===== src/rtl/cell_run_ctrl.sv =====
// Run/fault sequencer for one H-bridge power cell.
// Runs the IGBT driver fault-check, arms and enables switching, and latches
// driver / DC-bus / check-timeout faults into a coded register that is only
// cleared by an explicit clear handshake.
module cell_run_ctrl #(
    parameter logic [16:0] CHK_TMO  = 17'd70000,
    parameter logic [16:0] ARM_DLY  = 17'd1000,
    parameter logic [16:0] STOP_DLY = 17'd480
) (
    input  logic       clk,
    input  logic       rstn,
    input  logic       run_req,
    input  logic       flt_clr,
    input  logic       dc_ok,
    input  logic [3:0] igbt_flt,
    input  logic       chkflt_over,
    output logic       start,
    output logic       chkflt,
    output logic       fault,
    output logic [5:0] flt_code,
    output logic [2:0] state,
    output logic       run_ok
);

    typedef enum logic [2:0] {
        StIdle  = 3'd0,
        StCheck = 3'd1,
        StArm   = 3'd2,
        StRun   = 3'd3,
        StStop  = 3'd4,
        StFault = 3'd5
    } state_e;

    state_e      state_q, state_d;
    logic [16:0] cnt_q, cnt_d;
    logic [5:0]  flt_code_q, flt_code_d;
    logic        start_q, start_d;
    logic        chkflt_q, chkflt_d;
    logic        fault_q, fault_d;
    logic        run_ok_q, run_ok_d;

    logic [3:0]  igbt_s1, igbt_s2;
    logic        dc_s1, dc_s2;

    // Run-time fault bits as they would be OR-ed into flt_code.
    logic [5:0]  rt_flt;
    logic        rt_flt_any;

    assign rt_flt     = {1'b0, ~dc_s2, igbt_s2};
    assign rt_flt_any = |rt_flt;

    // Two-flop synchronisers for the asynchronous fault/bus inputs.
    always_ff @(posedge clk or negedge rstn) begin
        if (!rstn) begin
            igbt_s1 <= 4'd0;
            igbt_s2 <= 4'd0;
            dc_s1   <= 1'b0;
            dc_s2   <= 1'b0;
        end else begin
            igbt_s1 <= igbt_flt;
            igbt_s2 <= igbt_s1;
            dc_s1   <= dc_ok;
            dc_s2   <= dc_s1;
        end
    end

    // State, counter, fault code and registered outputs.
    always_ff @(posedge clk or negedge rstn) begin
        if (!rstn) begin
            state_q    <= StIdle;
            cnt_q      <= 17'd0;
            flt_code_q <= 6'd0;
            start_q    <= 1'b0;
            chkflt_q   <= 1'b0;
            fault_q    <= 1'b0;
            run_ok_q   <= 1'b0;
        end else begin
            state_q    <= state_d;
            cnt_q      <= cnt_d;
            flt_code_q <= flt_code_d;
            start_q    <= start_d;
            chkflt_q   <= chkflt_d;
            fault_q    <= fault_d;
            run_ok_q   <= run_ok_d;
        end
    end

    // Next-state, fault-code accumulation and cycle counter.
    always_comb begin
        state_d    = state_q;
        flt_code_d = flt_code_q;
        case (state_q)
            StIdle: begin
                if (run_req && dc_s2 && (flt_code_q == 6'd0)) begin
                    state_d = StCheck;
                end
            end
            StCheck: begin
                // Driver fault pulses are part of the check itself; only
                // sample them when the output stage reports completion.
                if (!run_req) begin
                    state_d = StIdle;
                end else if (!dc_s2) begin
                    state_d    = StFault;
                    flt_code_d = flt_code_q | 6'h10;
                end else if (cnt_q == CHK_TMO) begin
                    state_d    = StFault;
                    flt_code_d = flt_code_q | 6'h20;
                end else if (chkflt_over && (cnt_q >= 17'd2)) begin
                    if (igbt_s2 != 4'd0) begin
                        state_d    = StFault;
                        flt_code_d = flt_code_q | {2'b00, igbt_s2};
                    end else begin
                        state_d = StArm;
                    end
                end
            end
            StArm: begin
                if (!run_req) begin
                    state_d = StIdle;
                end else if (rt_flt_any) begin
                    state_d    = StFault;
                    flt_code_d = flt_code_q | rt_flt;
                end else if (cnt_q == ARM_DLY - 17'd1) begin
                    state_d = StRun;
                end
            end
            StRun: begin
                // A fault beats a simultaneous stop request.
                if (rt_flt_any) begin
                    state_d    = StFault;
                    flt_code_d = flt_code_q | rt_flt;
                end else if (!run_req) begin
                    state_d = StStop;
                end
            end
            StStop: begin
                if (rt_flt_any) begin
                    state_d    = StFault;
                    flt_code_d = flt_code_q | rt_flt;
                end else if (cnt_q == STOP_DLY - 17'd1) begin
                    state_d = StIdle;
                end
            end
            StFault: begin
                // A new fault bit in the clear cycle blocks the clear.
                if (flt_clr && !run_req && !rt_flt_any) begin
                    state_d    = StIdle;
                    flt_code_d = 6'd0;
                end else begin
                    flt_code_d = flt_code_q | rt_flt;
                end
            end
            default: begin
                state_d = StIdle;
            end
        endcase

        if (state_d != state_q) begin
            cnt_d = 17'd0;
        end else if (((state_q == StCheck) || (state_q == StArm) || (state_q == StStop))
                     && (cnt_q != 17'h1FFFF)) begin
            cnt_d = cnt_q + 17'd1;
        end else begin
            cnt_d = cnt_q;
        end
    end

    // Output decode from the next state so outputs change with the state.
    always_comb begin
        start_d  = (state_d == StRun);
        run_ok_d = (state_d == StRun);
        chkflt_d = (state_d == StCheck);
        fault_d  = (flt_code_d != 6'd0);
    end

    assign start    = start_q;
    assign chkflt   = chkflt_q;
    assign fault    = fault_q;
    assign flt_code = flt_code_q;
    assign state    = state_q;
    assign run_ok   = run_ok_q;

endmodule


===== config.mk =====
export PLATFORM = sky130hd
export DESIGN_NAME = cell_run_ctrl
export DESIGN_NICKNAME = d
export VERILOG_FILES = /design/src/rtl/cell_run_ctrl.sv
export SDC_FILE = /design/constraint.sdc
export NUM_CORES = 1
export LEC_CHECK = 0
export CORE_MARGIN = 10
export CORE_UTILIZATION = 55
export DETAILED_ROUTE_END_ITERATION = 7
export DONT_BUFFER_PORTS = 1
export PLACE_DENSITY = 0.74
export SYNTH_ARGS = -nofsm -noshare
export SYNTH_HDL_FRONTEND = slang
export SYNTH_SLANG_ARGS = --single-unit

===== constraint.sdc =====
create_clock -name clk -period 2.8 [get_ports clk]
set_clock_uncertainty 0.1 [all_clocks]
set_input_delay 0.56 -clock clk [delete_from_list [all_inputs] [get_ports clk]]
set_output_delay 0.56 -clock clk [all_outputs]
set_load 0.05 [all_outputs]

==> impl_metrics.tcl <==
set metrics [dict create \
    status "completed" \
    cts_made_buffers 5 \
    synth_flop_cell "dfrtp_1" \
    avgRoutedWirePerCell_um 16.5 \
    nets 258 \
    synth_top_family_by_area "simple AND/OR/NAND/NOR gates" \
    synth-async-reset-ratio_pct 100 \
    synth_top_area_share_pct 45.2 \
    fp-row-count 22 \
    yosys_warnings 0 \
    synthDistinctLibCells 53 \
    synth.net_count 244 \
    cts_buffer_depth 2 \
    io_buffers 0 \
    max_freq_ghz 0.398 \
    synth_area_leaders "dfrtp_1 45%, nor2_1 6.6%, nand3_1 3.9%" \
    startpoint_type "register" \
    dp.cells 283 \
    floorplan.initialDensity_pct 57.7 \
    cts_tree "built" \
    grt_pass1_vias 1780 \
    p_sw_mw 0.725 \
    die_w_um 82.7 \
    dp_hpwl_mm 3.53 \
    ant_nets 0 \
    clkSlewWorstSetupHoldPaths_ns 0.08 \
    drive_above_1_share_pct 13.9 \
    synth_compound_area_share_pct 11.1 \
    drv_slew 0 \
    rsz0062_at_grt "no" \
    die_area_sq_um 6840 \
    period_minus_slack_ns 2.51 \
    dieHeight_um 82.7 \
    totalWireLength_mm 4.85 \
    viasPerCell 6.15 \
    setup_viol 0 \
    slew_headroom_pct 41.0 \
    final_cells 293 \
    gp_congestion 0.985 \
    p_total_mw 1.85 \
    swShare_pct 39.3 \
    grt_max_degree 40 \
    crit_type "reg -> reg" \
    pwr-share-clk_pct 26.0 \
    syn_inst 230 \
    yosysTopAreaCell "dfrtp_1" \
    grt_overflow_total 0 \
    cellLeakagePower_nw 0.986 \
    first_pass_iters 4 \
    diodes 0 \
    htreeDepth 2 \
    synth.top_cells.by_count "39 x dfrtp_1, 38 x nor2_1, 17 x nand3_1" \
    syn_area_per_cell_sq_um 9.39 \
    p_int_mw 1.12 \
    crit_fanout 17 \
    ys_seq_area_share_pct 45.2 \
    drc 0 \
    synth-edff-count 0 \
    required_ns 2.87 \
    hold_start "igbt_flt[2]" \
    synthAdderAreaFrac_pct 2.32 \
    drv_cap 0 \
    power.density_nw_per_um2 765 \
    fin_tns_setup_ns 0 \
    worstSetupStartpoint "cnt_q[10]" \
    yosysMostFrequentCell "dfrtp_1" \
    drt_iter0_markers 218 \
    clk_latency_ns 0.30 \
    coreArea_sq_um 3740 \
    clockRootBuffer "clkbuf_8" \
    cp.arrival_ns 2.58 \
    synthMuxAreaShare_pct 1.39 \
    grt_pass1_wl_mm 8.46 \
    whs_ns 0.187 \
    grt_use_total_pct 15.7 \
    area_growth_pct 11.8 \
    seqPwrFrac_pct 39.8 \
    fin_crit_sh_pct 89.7 \
    synth.ff_latch_count 39 \
    cp-end-kind "register" \
    setup_ws_ns 0.290 \
    comb_power_share_pct 34.2 \
    r2r_start "cnt_q[10]" \
    hold_path_class "in -> reg" \
    max-vdd-ir-drop_v 0.000434 \
    place_ws_ns 0.330 \
    syn-cell-area_sq_um 2160 \
    finalHoldViolations 0 \
    ios 23 \
    num_vias 1801 \
    cts_setup_buffers 0 \
    synth_simple_gate_area_share_pct 28.6 \
    tightest_slew_ns 0.885 \
    synthXorXnorAreaFrac_pct 6.49 \
    cts.sinks 39 \
    antenna_found_initial 0 \
]
per-stage QoR:
step / util (%) / area, sq um
floorplan: - / 2160
global placement: 60.6 / 2270
detailed placement: 60.6 / 2270
CTS: 64.5 / 2410
global route: 64.5 / 2410
finish: 64.5 / 2410
final cells by class:
cell class / count / area (sq um)
timing repair buffer: 15 / 128
inverter: 15 / 56.3
clock inverter: 3 / 47.5
fill: 306 / 1330
sequential: 39 / 976
clock buffer: 5 / 68.8
tap: 48 / 60.1
multi-input combinational: 168 / 1080
power groups by stage:
| stage | registers [mW] | clock network [mW] | logic, mW |
|---|---|---|---|
| after floorplan | 0.762 | 0 | 0.444 |
| after global placement | 0.745 | 0 | 0.602 |
| after detailed placement | 0.744 | 0 | 0.607 |
| after CTS | 0.732 | 0.494 | 0.627 |
| after global routing | 0.744 | 0.523 | 0.701 |
| final | 0.735 | 0.480 | 0.632 |
worst max-delay path, cell delays in order (launching register included):
cell,delay (ns)
dfrtp_1,0.43
nor4b_1,0.56
nand4_1,0.19
a2111oi_0,0.65
a211oi_2,0.13
nand3_4,0.25
nor2_1,0.08
final timing paths:
check	end	slack (ns)	cells past startpoint
min in group asynchronous	state[1]	0.61	2
max in group asynchronous	cnt_q[3]	1.79	2
setup reg to reg	cnt_q[0]	0.29	6
hold reg to reg	dc_s2	0.25	0
setup / recovery	cnt_q[0]	0.29	6
hold / removal	igbt_s1[2]	0.19	0
state kept, by name, summed over array words and instances, names as in the netlist:
register and cells:
fault 1, cnt_q 17, flt_code 6, state 3, run_ok 1, igbt_s2 4
igbt_s1 4, dc_s2 1, dc_s1 1, chkflt 1
cell families after synthesis:
group / Yosys count
XOR/XNOR: 16
AO/OA/AOI/OAI: 32
buffers and inverters: 23
multiplexers: 3
flip-flops: 39
adder cells (fa/ha/maj): 4
AND/OR/NAND/NOR: 113
metal layers:
layer	track usage, %	wire [um]	vias up
met2	23.6	2190	99
met1	21.6	2170	857
met3	3.67	429	4
met5	0	0	-
met4	5.69	60	0
li1	-	-	841
repair_timing:
action | 4_1_cts | 5_1_grt
endpoints found under the hold margin | 39 | 0
hold buffers | 2 | 0
resized for setup | 0 | 0
layout by cell type, fill, tap and decap left out, drive strengths merged, types with 3 or more instances in the layout:
| cell | count |
|---|---|
| a21oi | 5 |
| and3 | 3 |
| buf | 14 |
| clkbuf | 5 |
| dfrtp | 39 |
| ha | 4 |
| inv | 16 |
| mux2i | 3 |
| nand2 | 11 |
| nand3 | 18 |
| nand4 | 4 |
| nor2 | 39 |
| nor3 | 8 |
| nor4 | 4 |
| o211ai | 4 |
| o21ai | 4 |
| o31ai | 3 |
| or3 | 5 |
| or4 | 5 |
| xnor2 | 8 |
| xor2 | 8 |
Note: power is estimated with default switching activity, not from simulation.
==> RTL edit, RTL diff (same settings) <==
Put one more register stage on the output `fault`. The value now appears one clock later. The other outputs are not delayed to match. Comments in the files are not updated.
--- a/src/rtl/cell_run_ctrl.sv
+++ b/src/rtl/cell_run_ctrl.sv
@@ -178,3 +178,5 @@
     assign chkflt   = chkflt_q;
-    assign fault    = fault_q;
+    always_ff @(posedge clk) begin
+        fault <= fault_q;
+    end
     assign flt_code = flt_code_q;
Function: changed (a bounded check fails within 10 cycles, from zero or initial values and one cycle with rstn low).
==> RTL edit against the original RTL <==
Critical path depth grew 4; power shrank 0.52%; area after synthesis grew 0.93%; cell area grew 0.93%; fmax shrank 2.9%; worst setup slack lost 0.075 ns; core utilization grew 0.60 points; wire length grew 0.47%; sequential cell count grew 1; count of clock-buffer cells in the layout is the same; sequential power grew 2%; final cell count grew 0.68%; critical path type unchanged; critical endpoint is now cnt_q[5]$_DFFE_PN0P_; largest cell class unchanged.
==> RTL edit: results (changes against the original RTL) <==
status:
  status: "finished, final reports clean"
timing:
  setup-tns-final_ns: 0  # unchanged
  period_share: 0.9235  # +0.02692
  relSlewSlack: 0.4223  # +0.01188
global_routing:
  gr-usage-all-layers: 0.1422  # -0.01497
  gr-usage-met2: 0.2067  # -0.02941
  grtUsageMet3: 0.04004  # +0.003322
  grt_pass1_wl_mm: 8.286  # -2.0%
  use_met1: 0.1937  # -0.02192
cells_and_area:
  fillers: 344  # +12%
  clk_share: 0.04569  # -0.002499
  nets: 260  # +0.78%
  seq_area_frac: 0.4086  # +0.004479
  drive_gt1_frac: 0.1417  # +0.002925
  buffers: 16  # +1
  multi_input_comb_cells: 168  # unchanged
  area_share_nonclk_buffers: 0.05544  # +0.002592
  multi_input_area_share: 0.4425  # -0.004127
placed_design:
  io_buffers: 0  # unchanged
  preCtsSetupSlack_ns: 0.2820  # -0.04784 ns
  gp_congestion: 0.9129  # -7.3%
  place_area_um2: 2296  # +1.2%
  hpwlAfterDp_mm: 3.500  # -0.88%
routing:
  met3_length_um: 338  # -21%
  wl_per_cell_um: 16.51  # -0.21%
  wl_met1_mm: 2.249  # +3.8%
  route.met2.wl_mm: 2.179  # -0.55%
  drt-initial-drc-count: 289  # +33%
  drt-pass1-iter-count: 4  # unchanged
  via_count: 1746  # -3.1%
setup_path:
  worstSetupEndpoint: "cnt_q[5]$_DFFE_PN0P_"
  critPathArrivalTime_ns: 2.67  # +0.09 ns
  ff2ff_path_depth: 10  # +4
  path_max_fanout: 7  # -10
  startpoint: "cnt_q[5]$_DFFE_PN0P_"
  slowest_stage: "dfrtp_1"
  cpPeakStageDelay_ns: 0.46  # -0.19 ns
  rrSetupSlack_ns: 0.21  # -0.08 ns
power:
  peakVddDrop_uv: 474.2  # +9.3%
  power_switching_mw: 0.7084  # -2.3%
  comb-power_mw: 0.623  # -1%
  p_per_area_nw_per_um2: 754.0  # -1.4%
  seq_power_share: 0.406  # +0.008
  p_leak_nw: 0.9967  # +1.0%
worst_hold_path:
  min_to: "igbt_s1[2]$_DFF_PN0_"
  hold_class: "primary input to flop"
yosys:
  synth-async-reset-ratio: 0.9750  # -0.02500
  synth.top_cells.by_area: "dfrtp_1 45%, nor2_1 6.5%, nand3_1 3.9%"
  ys_seq_area_frac: 0.4567  # +0.005034
  syn-instance-count: 231  # +0.43%
  syn_nets: 245  # +0.41%
  synth_cell_types: 54  # +1.9%
clock_network:
  clock-sinks: 40  # +2.6%
  clockBufferDepth: 2  # unchanged
floorplanning:
  rows: 22  # unchanged
==> RTL edit: cell types whose count changed in the layout (fill, tap and decap cells not counted), sizes merged <==
cell | before | now
buf | 14 | 15
inv | 16 | 15
dfxtp | 0 | 1
clkinvlp | 0 | 1
==> RTL edit: logic make-up (layout without fill, tap and decap cells) <==
logic type | Yosys count | count (layout) | share of synthesized area
simple gates | 113 | 113 | 0.2834
xor+xnor | 16 | 16 | 0.06426
compound gates | 32 | 32 | 0.1102
fa+ha+maj | 4 | 4 | 0.02295
buf+inv | 23 | 39 | 0.04876
flops | 40 | 40 | 0.4567
mux | 3 | 3 | 0.01377
==> RTL edit: timing repair <==
| item | CTS | global route |
|---|---|---|
| resized for setup | 0 | 0 |
| hold endpoints to repair | 39 | 0 |
| hold buffers | 2 | 0 |
==> RTL edit: stage by stage <==
step	instances	hold slack [ns]
5_1_grt	295	0.1695
4_1_cts	295	0.1810
3_3_place_gp	285	0.1657
3_5_place_dp	285	0.1658
6_report	295	0.1919
2_1_floorplan	231	0.1644
